--- src/rtl/cache_refill_ctrl.sv ---
// cache_refill_ctrl: miss/refill sequencer between a CPU read port, cache_base and a memory read port; optional perf counters under CACHE_PERF_CNT_EN
module cache_refill_ctrl #(
    parameter int TIMEOUT = 256,
    parameter int CNT_W   = 32
) (
    input  logic             clk,
    input  logic             rst_n,
    input  logic             i_cpu_req,
    input  logic [31:0]      i_cpu_addr,
    output logic             o_cpu_valid,
    output logic             o_cpu_err,
    output logic [31:0]      o_cpu_rdata,
    input  logic             i_cache_hit,
    input  logic [31:0]      i_cache_rdata,
    output logic [31:0]      o_cache_addr,
    output logic             o_cache_wen,
    output logic [31:0]      o_cache_waddr,
    output logic [31:0]      o_cache_wdata,
    output logic             o_mem_valid,
    input  logic             i_mem_ready,
    output logic [31:0]      o_mem_addr,
    input  logic             i_mem_rvalid,
`ifdef CACHE_PERF_CNT_EN
    output logic [CNT_W-1:0] o_perf_hits,
    output logic [CNT_W-1:0] o_perf_misses,
`endif
    input  logic [31:0]      i_mem_rdata
);
    localparam int TW = (TIMEOUT > 1) ? $clog2(TIMEOUT) : 1;
    typedef enum logic [1:0] {IDLE, REQ, WAIT, FILL} state_t;
    state_t      r_state;
    logic [31:0] r_addr;
    logic [31:0] r_data;
    logic [TW-1:0] r_cnt;
    logic        w_hit_rsp;
    logic        w_miss;
    logic        w_timeout;
    assign w_hit_rsp = (r_state == IDLE) && i_cpu_req && i_cache_hit;
    assign w_miss    = (r_state == IDLE) && i_cpu_req && !i_cache_hit;
    assign w_timeout = (TIMEOUT != 0) && (r_cnt == TW'(TIMEOUT - 1));
    // Response, cache and memory port outputs decoded from the registered state
    always_comb begin
        o_cpu_valid   = w_hit_rsp || (r_state == FILL);
        o_cpu_err     = (r_state == WAIT) && !i_mem_rvalid && w_timeout;
        o_cpu_rdata   = w_hit_rsp ? i_cache_rdata : (r_state == FILL) ? r_data : 32'h0;
        o_cache_addr  = (r_state == FILL) ? r_addr : i_cpu_addr;
        o_cache_wen   = (r_state == FILL);
        o_cache_waddr = r_addr;
        o_cache_wdata = r_data;
        o_mem_valid   = (r_state == REQ);
        o_mem_addr    = {r_addr[31:2], 2'b00};
    end
    // Sequencer: one outstanding miss, request/wait/fill then back to idle
    always_ff @(posedge clk or negedge rst_n) begin
        if (!rst_n) begin
            r_state <= IDLE;
            r_addr  <= '0;
            r_data  <= '0;
            r_cnt   <= '0;
        end else begin
            case (r_state)
                IDLE: if (w_miss) begin
                    r_addr  <= i_cpu_addr;
                    r_state <= REQ;
                end
                REQ: if (i_mem_ready) begin
                    r_cnt   <= '0;
                    r_state <= WAIT;
                end
                WAIT: if (i_mem_rvalid) begin
                    r_data  <= i_mem_rdata;
                    r_state <= FILL;
                end else if (w_timeout) begin
                    r_state <= IDLE;
                end else begin
                    r_cnt   <= r_cnt + 1'b1;
                end
                default: r_state <= IDLE;
            endcase
        end
    end
`ifdef CACHE_PERF_CNT_EN
    // Hit/miss counters, wrapping at CNT_W bits
    always_ff @(posedge clk or negedge rst_n) begin
        if (!rst_n) begin
            o_perf_hits   <= '0;
            o_perf_misses <= '0;
        end else begin
            if (w_hit_rsp) o_perf_hits <= o_perf_hits + 1'b1;
            if (w_miss) o_perf_misses <= o_perf_misses + 1'b1;
        end
    end
`else
    logic w_unused_cnt_w;
    assign w_unused_cnt_w = CNT_W[0];
`endif
endmodule
--- config.mk ---
export PLATFORM = sky130hd
export DESIGN_NAME = cache_refill_ctrl
export DESIGN_NICKNAME = d
export VERILOG_FILES = /design/src/rtl/cache_refill_ctrl.sv
export SDC_FILE = /design/constraint.sdc
export NUM_CORES = 1
export LEC_CHECK = 0
export ABC_AREA = 1
export ABC_CLOCK_PERIOD_IN_PS = 4000
export CORE_MARGIN = 3
export CORE_UTILIZATION = 40
export CTS_BUF_LIST = sky130_fd_sc_hd__clkbuf_8
export CTS_CLUSTER_SIZE = 16
export DETAILED_ROUTE_END_ITERATION = 6
export PLACE_DENSITY = 0.91
export SYNTH_ARGS = -nofsm -noshare
export SYNTH_HDL_FRONTEND = slang
export SYNTH_SLANG_ARGS = --single-unit
--- constraint.sdc ---
create_clock -name clk -period 4 [get_ports clk]
set_input_delay 0.8 -clock clk [delete_from_list [all_inputs] [get_ports clk]]
set_output_delay 0.8 -clock clk [all_outputs]
set_load 0.01 [all_outputs]
==> impl_metrics.py, run 1 <==
metrics = {
    "grt": {
        "grt_use_met1_pct": 26.8,
        "met3_usage_pct": 5.90,
        "grt_pass1_wl_um": 22300,
        "busiest_layer": "met2",
        "grt_use_met2_pct": 43.4,
        "antenna_found_initial": 0,
        "grt_pass1_vias": 4639,
        "grt_start_max_net_pins": 75,
        "grt_usage_pct": 24.2,
        "grt_overflow": 0,
    },
    "critical_path": {
        "critPathCaptureType": "output port",
        "start_kind": "input port",
        "worstPathRequired_ns": 3.20,
        "criticalPathCategory": "input port to output port",
        "path_max_fanout": 32,
        "worstPathArrival_ns": 2.57,
        "ff2ff_setup_slack_ns": 1.81,
    },
    "synthesis": {
        "avgSynthCellArea_sq_um": 7.09,
        "yosysWarnings": 0,
        "netlist_instances": 573,
        "ys_ff_latch": 74,
        "post_synth_instance_area_sq_um": 4060,
        "yosysSeqAreaShare_pct": 45.6,
        "yosysUniqueCellTypes": 24,
    },
    "drt": {
        "ant_nets": 0,
        "wl_per_cell_um": 15.2,
        "via_count": 4550,
        "drt_iter0_drc": 276,
        "viasPerCell": 4.90,
        "drc": 0,
        "drtPass1Iterations": 5,
        "routed_wl_um": 14100,
    },
    "timing": {
        "period_needed_ns": 3.37,
        "rsz0062_at_grt": "false",
        "fmax_mhz": 297,
        "slew_violations": 0,
        "worstMarginPinSlew_ns": 1.07,
        "maxSlewHeadroom_pct": 28.5,
        "setup_violations": 0,
        "finalHoldViolations": 0,
        "fin_skew_ns": 0.00659,
        "tns_ns": 0,
        "period_share_pct": 84.2,
    },
    "cts": {
        "cts_made_buffers": 9,
        "cts-root-buf": "clkbuf_8",
        "clk_path_buf_depth": 2,
        "postCtsHoldBufs": 0,
        "clk_pin_slew_ns": 0.07,
        "clock_latency_ns": 0.34,
        "post-cts-setup-buffers": 0,
        "cts_htree_levels": 3,
        "ctsResizeCount": 0,
        "cts_tree": "built",
        "clock_sinks": 74,
    },
    "finish": {
        "final_nets": 894,
        "final_common_cell": "clkdlybuf4s50_1",
        "stdcell_area_sq_um": 6800,
        "diodes": 0,
        "layout-drive-gt1-share_pct": 3.52,
        "mostFrequentLayoutCells": "clkdlybuf4s50_1, nand2_1, dfrtp_1",
        "syn_to_final_growth_pct": 67.3,
    },
    "die": {
        "rows": 36,
        "start_util_pct": 41.4,
        "die_w_um": 107,
        "die_h_um": 107,
        "ioPinCount": 266,
        "core_area_sq_um": 9820,
        "die_area_sq_um": 11400,
    },
    "power_and_ir_drop": {
        "p_per_area_nw_per_um2": 684,
        "peakVddDrop_v": 0.000405,
        "p_leak_nw": 3.19,
    },
    "job": {
        "max_cap_viol_count": 0,
    },
    "placement": {
        "placed_area_sq_um": 6530,
        "dpl.hpwl_um": 11000,
        "routabilityCongestion": 0.817,
        "io_buffers": 263,
    },
    "status": {
        "status": "completed",
    },
    "worst_hold_path": {
        "hp-class": "flip-flop to flip-flop",
    },
}
## state kept, by name, summed over array words and instances (netlist names)
register / cells
o_cache_waddr: 32
r_cnt: 8
r_state: 2
o_cache_wdata: 32
## final timing paths
check,start,endpoint,cells after the start
worst min register to register,o_cache_wdata[28],o_cache_wdata[28],2
worst min-delay path,o_cache_wdata[28],o_cache_wdata[28],2
worst max-delay path,i_cpu_req,o_cpu_rdata[9],7
worst max register to register,r_state[0],r_state[1],6
max in group asynchronous,rst_n,o_cache_wdata[10],1
min in group asynchronous,rst_n,o_cache_waddr[23],1
## power by group
part / internal, W / switching, W / total (W)
clock: 0.000492 / 0.000268 / 0.000759
combinational: 0.00134 / 0.00112 / 0.00247
sequential: 0.00108 / 0.000348 / 0.00143
total: 0.00291 / 0.00174 / 0.00465
## cells in the mapped netlist
master    instances  area, sq um
nand3_2           1         10.0
or2_2             1         6.26
conb_1            1         3.75
inv_2             2         7.51
nand3b_1          1         7.51
buf_4            34          255
inv_1            43          161
xor2_1            1         8.76
ha_1              1         12.5
clkbuf_1         13         48.8
o21ai_0          66          330
o21bai_1          2         15.0
o21ai_1           5         25.0
dfrtp_1          74         1850
nand2_2           1         6.26
nor2_2            1         6.26
buf_2            14         70.1
nor2_4            1         11.3
a21oi_1           1         5.00
a21oi_2           1         8.76
clkinv_1          1         3.75
nor2_1            7         26.3
nand3_1          41          205
nand2_1         260          976
## metrics by stage
step           utilization [%]  worst slack (ns)  power, W  cells  hold slack (ns)
5_1_grt                   69.2             0.476   0.00495    929            0.540
4_1_cts                   69.2             0.623   0.00469    929            0.515
2_1_floorplan                -              1.85   0.00249    574            0.468
3_3_place_gp              66.5             0.722   0.00381    913            0.481
6_report                  69.2             0.632   0.00465    929            0.512
3_5_place_dp              66.5             0.630   0.00391    913            0.494
## cell families (layout without fill, tap and decap cells)
group           count (synthesis)  in the layout  synth area share, %
xor+xnor                        1              1                0.216
buf+inv                       107            329                 13.5
fa+ha+maj                       1              1                0.308
other cells                     1              2               0.0923
flops                          74             74                 45.6
simple gates                  314            314                 30.9
compound gates                 75             75                 9.45
## area by class of cell
type	instances	area, sq um
Sequential cell	74	1850
Tap cell	133	166
Clock inverter	6	129
Clock buffer	10	138
Timing Repair Buffer	267	2670
Multi-Input combinational cell	393	1670
Fill cell	781	3020
Inverter	46	173
## critical path, stage by stage
cell             delay (ns)
clkdlybuf4s50_1        0.53
nand2_1                0.09
nor2_2                 0.08
buf_4                  0.31
nand2_1                0.11
nand2_1                0.08
clkdlybuf4s50_1        0.55
## routing by layer
layer / share of wire [%] / wire length, um
met3: 8.1 / 1150
met5: 0 / 0
met1: 38 / 5330
met4: 3.6 / 515
met2: 50 / 7130
Power figures use the tool's default switching activity.
==> inputs of run 2 (changes only) <==
ABC_CLOCK_PERIOD_IN_PS = 3310   (was 4000)
CORE_UTILIZATION = 37   (was 40)
PLACE_DENSITY = 0.85   (was 0.91)
clock period = 3.31 ns   (was 4 ns; I/O delays follow)
==> run 2 against run 1 <==
Against the previous run: critical path depth stayed put; first-iteration DRC count down 2.5%; cell count increased by 0.43%; critical endpoint is now o_cpu_rdata[28]; via count down 2.7%; sequential share of layout area about the same; worst hold slack got worse by 0.069 ns; clock-buffer cell count down 1.
==> impl_metrics.py, run 2 (synthesis gave the netlist of run 1 again) <==
metrics = {
    "grt": {
        "grt_overflow": 0,
        "grt_start_max_net_pins": 85,
        "antenna_found_initial": 0,
        "grt_usage_pct": 21.1,
        "grt_pass1_vias": 4375,
        "grt_pass1_wl_um": 21400,
    },
    "finish": {
        "final_nets": 895,
        "mostFrequentLayoutCells": "clkdlybuf4s50_1, nand2_1, dfrtp_1",
        "diodes": 0,
        "layout-drive-gt1-share_pct": 3.76,
        "final_common_cell": "clkdlybuf4s50_1",
        "syn_to_final_growth_pct": 67.3,
        "fin_util_pct": 64.7,
    },
    "die": {
        "die_area_sq_um": 12300,
        "rows": 37,
        "start_util_pct": 38.7,
        "core_area_sq_um": 10500,
        "die_h_um": 111,
        "ioPinCount": 266,
        "die_w_um": 111,
    },
    "timing": {
        "finalHoldViolations": 0,
        "setup_violations": 0,
        "rsz0062_at_grt": "false",
        "period_needed_ns": 3.02,
        "maxSlewHeadroom_pct": 34.6,
        "tns_ns": 0,
        "period_share_pct": 91.2,
        "worstMarginPinSlew_ns": 0.979,
        "slew_violations": 0,
        "fin_skew_ns": 0.0101,
        "fmax_mhz": 331,
    },
    "drt": {
        "drtPass1Iterations": 4,
        "viasPerCell": 4.75,
        "drt_iter0_drc": 269,
        "via_count": 4429,
        "drc": 0,
        "ant_nets": 0,
        "routed_wl_um": 13400,
        "wl_per_cell_um": 14.4,
    },
    "cts": {
        "cts_tree": "built",
        "clock_sinks": 74,
        "postCtsHoldBufs": 0,
        "clock_latency_ns": 0.34,
        "cts-root-buf": "clkbuf_8",
        "clk_pin_slew_ns": 0.08,
        "post-cts-setup-buffers": 0,
        "clk_path_buf_depth": 2,
        "cts_made_buffers": 9,
        "cts_htree_levels": 3,
        "ctsResizeCount": 0,
    },
    "job": {
        "max_cap_viol_count": 0,
    },
    "power_and_ir_drop": {
        "p_leak_nw": 3.18,
        "p_per_area_nw_per_um2": 809,
        "peakVddDrop_v": 0.000408,
    },
    "critical_path": {
        "ff2ff_path_depth": 3,
        "worstPathRequired_ns": 2.65,
        "reg2reg_to": "o_cache_waddr[28]",
        "path_max_fanout": 32,
        "criticalPathCategory": "input port to output port",
        "ff2ff_setup_slack_ns": 1.20,
        "start_kind": "input port",
        "max_stage_delay_ns": 0.57,
        "critPathCaptureType": "output port",
        "path_delay_family": "buffers and inverters",
        "critPathSlowestCell": "clkdlybuf4s50_1",
        "critPathBufInv": 3,
        "crit_chain": "clkdlybuf4s50_1, nand2_1, nor2_2, buf_12, nand2_1, nand2_1, clkdlybuf4s50_1",
        "worstPathArrival_ns": 2.36,
        "cp_common_cell": "nand2_1",
        "reg2reg_from": "r_state[0]",
    },
    "placement": {
        "io_buffers": 263,
        "routabilityCongestion": 0.844,
        "dpl.hpwl_um": 10300,
    },
    "status": {
        "status": "completed",
    },
    "worst_hold_path": {
        "hp-class": "input port to asynchronous set/reset pin",
    },
}
run 2: cell types whose count changed in the layout (fill, tap and decap cells not counted):
cell / before / now
clkbuf_8: 10 / 9
inv_1: 44 / 43
bufinv_16: 4 / 3
clkinv_2: 1 / 2
buf_12: 1 / 2
clkinv_4: 0 / 2
run 2: through the flow:
stage               std cells  hold slack [ns]  power (W)  instance area [sq um]  worst slack, ns
CTS                       933            0.475    0.00557                   6800            0.275
global route              933            0.520    0.00587                   6800            0.168
floorplan                 574            0.366    0.00301                   4070             1.44
global placement          917            0.482    0.00462                   6560            0.383
finish                    933            0.443    0.00550                   6800            0.291
detailed placement        917            0.491    0.00470                   6560            0.290
run 2: layout make-up:
class	count	area (sq um)
clock buffers	9	124
clock inverters	7	118
fillers	848	3710
inverters	46	173
multi-input cells	393	1670
flip-flops and latches	74	1850
well taps	136	170
repair buffers	268	2690
run 2: worst reg2reg max path, cell delays in order (launching register included):
cell and delay, ns:
dfrtp_1 0.46, nor2_1 0.23, nand3_2 0.79, o21ai_0 0.52
run 2: per-layer routing:
metal / vias up / GRT usage (%) / part of all wire [%]
met5: - / 0 / 0
met3: 18 / 6.11 / 8.8
met1: 2032 / 23.4 / 38
li1: 2176 / - / -
met4: 0 / 7.22 / 1.9
met2: 203 / 38.4 / 51
run 2: how the worst max path moves through the flow:
stage,endpoint,depth (start not counted),from
final,o_cpu_rdata[28],7,i_cpu_req
after global placement,o_cpu_rdata[31],7,i_cpu_req
after detailed placement,o_cpu_rdata[28],7,i_cpu_req
after floorplan,o_cpu_rdata[10],5,i_cache_hit
after global routing,o_cache_addr[23],6,r_state[0]
after CTS,o_cache_addr[23],6,r_state[0]
run 2: where the power goes:
part           switching, W  internal (W)
registers          0.000411       0.00130
logic               0.00132       0.00163
clock network      0.000333      0.000501
total               0.00207       0.00343
==> inputs of run 3 (changes only) <==
ABC_CLOCK_PERIOD_IN_PS = 3500   (was 3310)
CORE_UTILIZATION = 40   (was 37)
CTS_CLUSTER_SIZE = unset   (was 16)
PLACE_DENSITY = 0.91   (was 0.85)
clock period = 3.5 ns   (was 3.31 ns; I/O delays follow)
==> run 3 against run 2 <==
Against the previous run: design area decreased by 0.59%; non-clock buffer count increased by 1; die area shrank 7.1%; power down 7.5%; sequential cell count unchanged; largest power group unchanged.
==> impl_metrics.py, run 3 (synthesis gave the netlist of run 1 again) <==
metrics = {
    "critical_path": {
        "reg2reg_to": "o_cache_waddr[10]",
        "criticalPathCategory": "input port to output port",
        "crit_chain": "clkdlybuf4s50_1, nand2_1, nor2_2, buf_12, nand2_1, nand2_1, clkdlybuf4s50_1",
        "path_max_fanout": 32,
        "critPathBufInv": 3,
        "path_delay_family": "buffers and inverters",
        "critPathCaptureType": "output port",
        "critPathSlowestCell": "clkdlybuf4s50_1",
        "worstPathRequired_ns": 2.80,
        "reg2reg_from": "r_state[0]",
        "worstPathArrival_ns": 2.34,
        "cp_common_cell": "nand2_1",
        "max_stage_delay_ns": 0.55,
        "ff2ff_path_depth": 3,
        "critPathLaunch": "i_cpu_req",
        "endpoint": "o_cpu_rdata[24]",
        "cp.depth": 7,
        "start_kind": "input port",
        "ff2ff_setup_slack_ns": 1.36,
    },
    "cts": {
        "cts_htree_levels": 3,
        "postCtsHoldBufs": 0,
        "cts_tree": "built",
        "clock_sinks": 74,
        "cts-root-buf": "clkbuf_8",
        "ctsResizeCount": 0,
        "clk_pin_slew_ns": 0.07,
        "clk_path_buf_depth": 2,
        "cts_made_buffers": 9,
        "post-cts-setup-buffers": 0,
        "clock_latency_ns": 0.33,
    },
    "finish": {
        "diodes": 0,
        "num-fill-cells": 777,
        "final_common_cell": "clkdlybuf4s50_1",
        "syn_to_final_growth_pct": 66.3,
        "multi_input_comb_area_sq_um": 1670,
        "register_area_sq_um": 1850,
        "final_nets": 896,
        "mostFrequentLayoutCells": "clkdlybuf4s50_1, nand2_1, dfrtp_1",
        "layout-drive-gt1-share_pct": 3.51,
    },
    "power_and_ir_drop": {
        "p_leak_nw": 3.17,
        "p_per_area_nw_per_um2": 753,
        "peakVddDrop_v": 0.000399,
        "power_w": 0.00509,
    },
    "timing": {
        "setup_violations": 0,
        "fmax_mhz": 329,
        "finalHoldViolations": 0,
        "fin_skew_ns": 0.0121,
        "period_needed_ns": 3.04,
        "worstMarginPinSlew_ns": 1.01,
        "rsz0062_at_grt": "false",
        "slew_violations": 0,
        "period_share_pct": 86.9,
        "maxSlewHeadroom_pct": 32.9,
        "final.setup.worst_slack_ns": 0.458,
        "tns_ns": 0,
    },
    "die": {
        "start_util_pct": 41.4,
        "rows": 36,
        "die_w_um": 107,
        "ioPinCount": 266,
        "die_h_um": 107,
        "die_area_sq_um": 11400,
        "core_area_sq_um": 9820,
    },
    "grt": {
        "grt_pass1_vias": 4557,
        "grt_use_met1_pct": 27.1,
        "grt_overflow": 0,
        "grt_pass1_wl_um": 21900,
        "busiest_layer": "met2",
        "grt_usage_pct": 24.0,
        "grt_use_met2_pct": 42.0,
        "antenna_found_initial": 0,
        "met3_usage_pct": 6.74,
        "grt_start_max_net_pins": 75,
    },
    "drt": {
        "viasPerCell": 4.81,
        "wl_per_cell_um": 14.9,
        "via_count": 4473,
        "drc": 0,
        "drtPass1Iterations": 6,
        "routed_wl_um": 13900,
        "drt_iter0_drc": 258,
        "ant_nets": 0,
    },
    "worst_hold_path": {
        "hp-class": "input port to asynchronous set/reset pin",
    },
    "status": {
        "status": "completed",
    },
    "placement": {
        "io_buffers": 263,
        "dpl.hpwl_um": 10800,
        "routabilityCongestion": 0.821,
        "post-place-ws_ns": 0.448,
    },
    "job": {
        "max_cap_viol_count": 0,
    },
}
## run 3: changes by cell type in the layout (fill, tap and decap cells not counted)
| cell | previous run | this run |
|---|---|---|
| bufinv_16 | 3 | 1 |
| clkinv_4 | 2 | 0 |
| inv_1 | 43 | 45 |
| buf_12 | 2 | 3 |
| clkbuf_8 | 9 | 10 |
## run 3: through the flow
| step | std cells | cell area (sq um) | utilization [%] | hold slack, ns |
|---|---|---|---|---|
| after floorplan | 574 | 4070 | - | 0.404 |
| after global placement | 915 | 6570 | 66.9 | 0.481 |
| after detailed placement | 915 | 6570 | 66.9 | 0.489 |
| after CTS | 930 | 6760 | 68.8 | 0.513 |
| after global routing | 930 | 6760 | 68.8 | 0.546 |
| final | 930 | 6760 | 68.8 | 0.486 |
## run 3: worst min-delay path by stage
| stage | from | endpoint | slack, ns | cells after the start |
|---|---|---|---|---|
| floorplan | rst_n | o_cache_waddr[0] | 0.40 | 0 |
| global placement | o_cache_wdata[14] | o_cache_wdata[14] | 0.48 | 2 |
| detailed placement | o_cache_wdata[28] | o_cache_wdata[28] | 0.49 | 2 |
| CTS | o_cache_wdata[31] | o_cache_wdata[31] | 0.51 | 2 |
| global route | o_cache_wdata[0] | o_cache_wdata[0] | 0.55 | 2 |
| finish | rst_n | o_cache_waddr[25] | 0.49 | 1 |
## run 3: layout make-up
cell class	instances	area share (%)
inverters	46	2.56
multi-input cells	393	24.7
repair buffers	269	40.1
flip-flops and latches	74	27.4
clock inverters	5	0.704
well taps	133	2.46
clock buffers	10	2.04
## run 3: routing by layer
layer  vias to the layer above  wire [um]
met1                      2046       5310
li1                       2180          -
met5                         -          0
met3                        34       1180
met2                       213       6940
met4                         0        444
## run 3: where the power goes
group          switching, W  internal, W  total (W)  leakage [nW]
Sequential         0.000396      0.00123    0.00163         0.936
Combinational       0.00128      0.00156    0.00283          2.13
Clock              0.000291     0.000338   0.000628         0.105
Total               0.00197      0.00313    0.00509          3.17
## run 3: worst register-to-register path: cells and delay by family, from the launching register on
family | cells | cell delay (ns)
AND/OR/NAND/NOR | 2 | 1.01
AO/OA/AOI/OAI | 1 | 0.56
flip-flops | 1 | 0.46
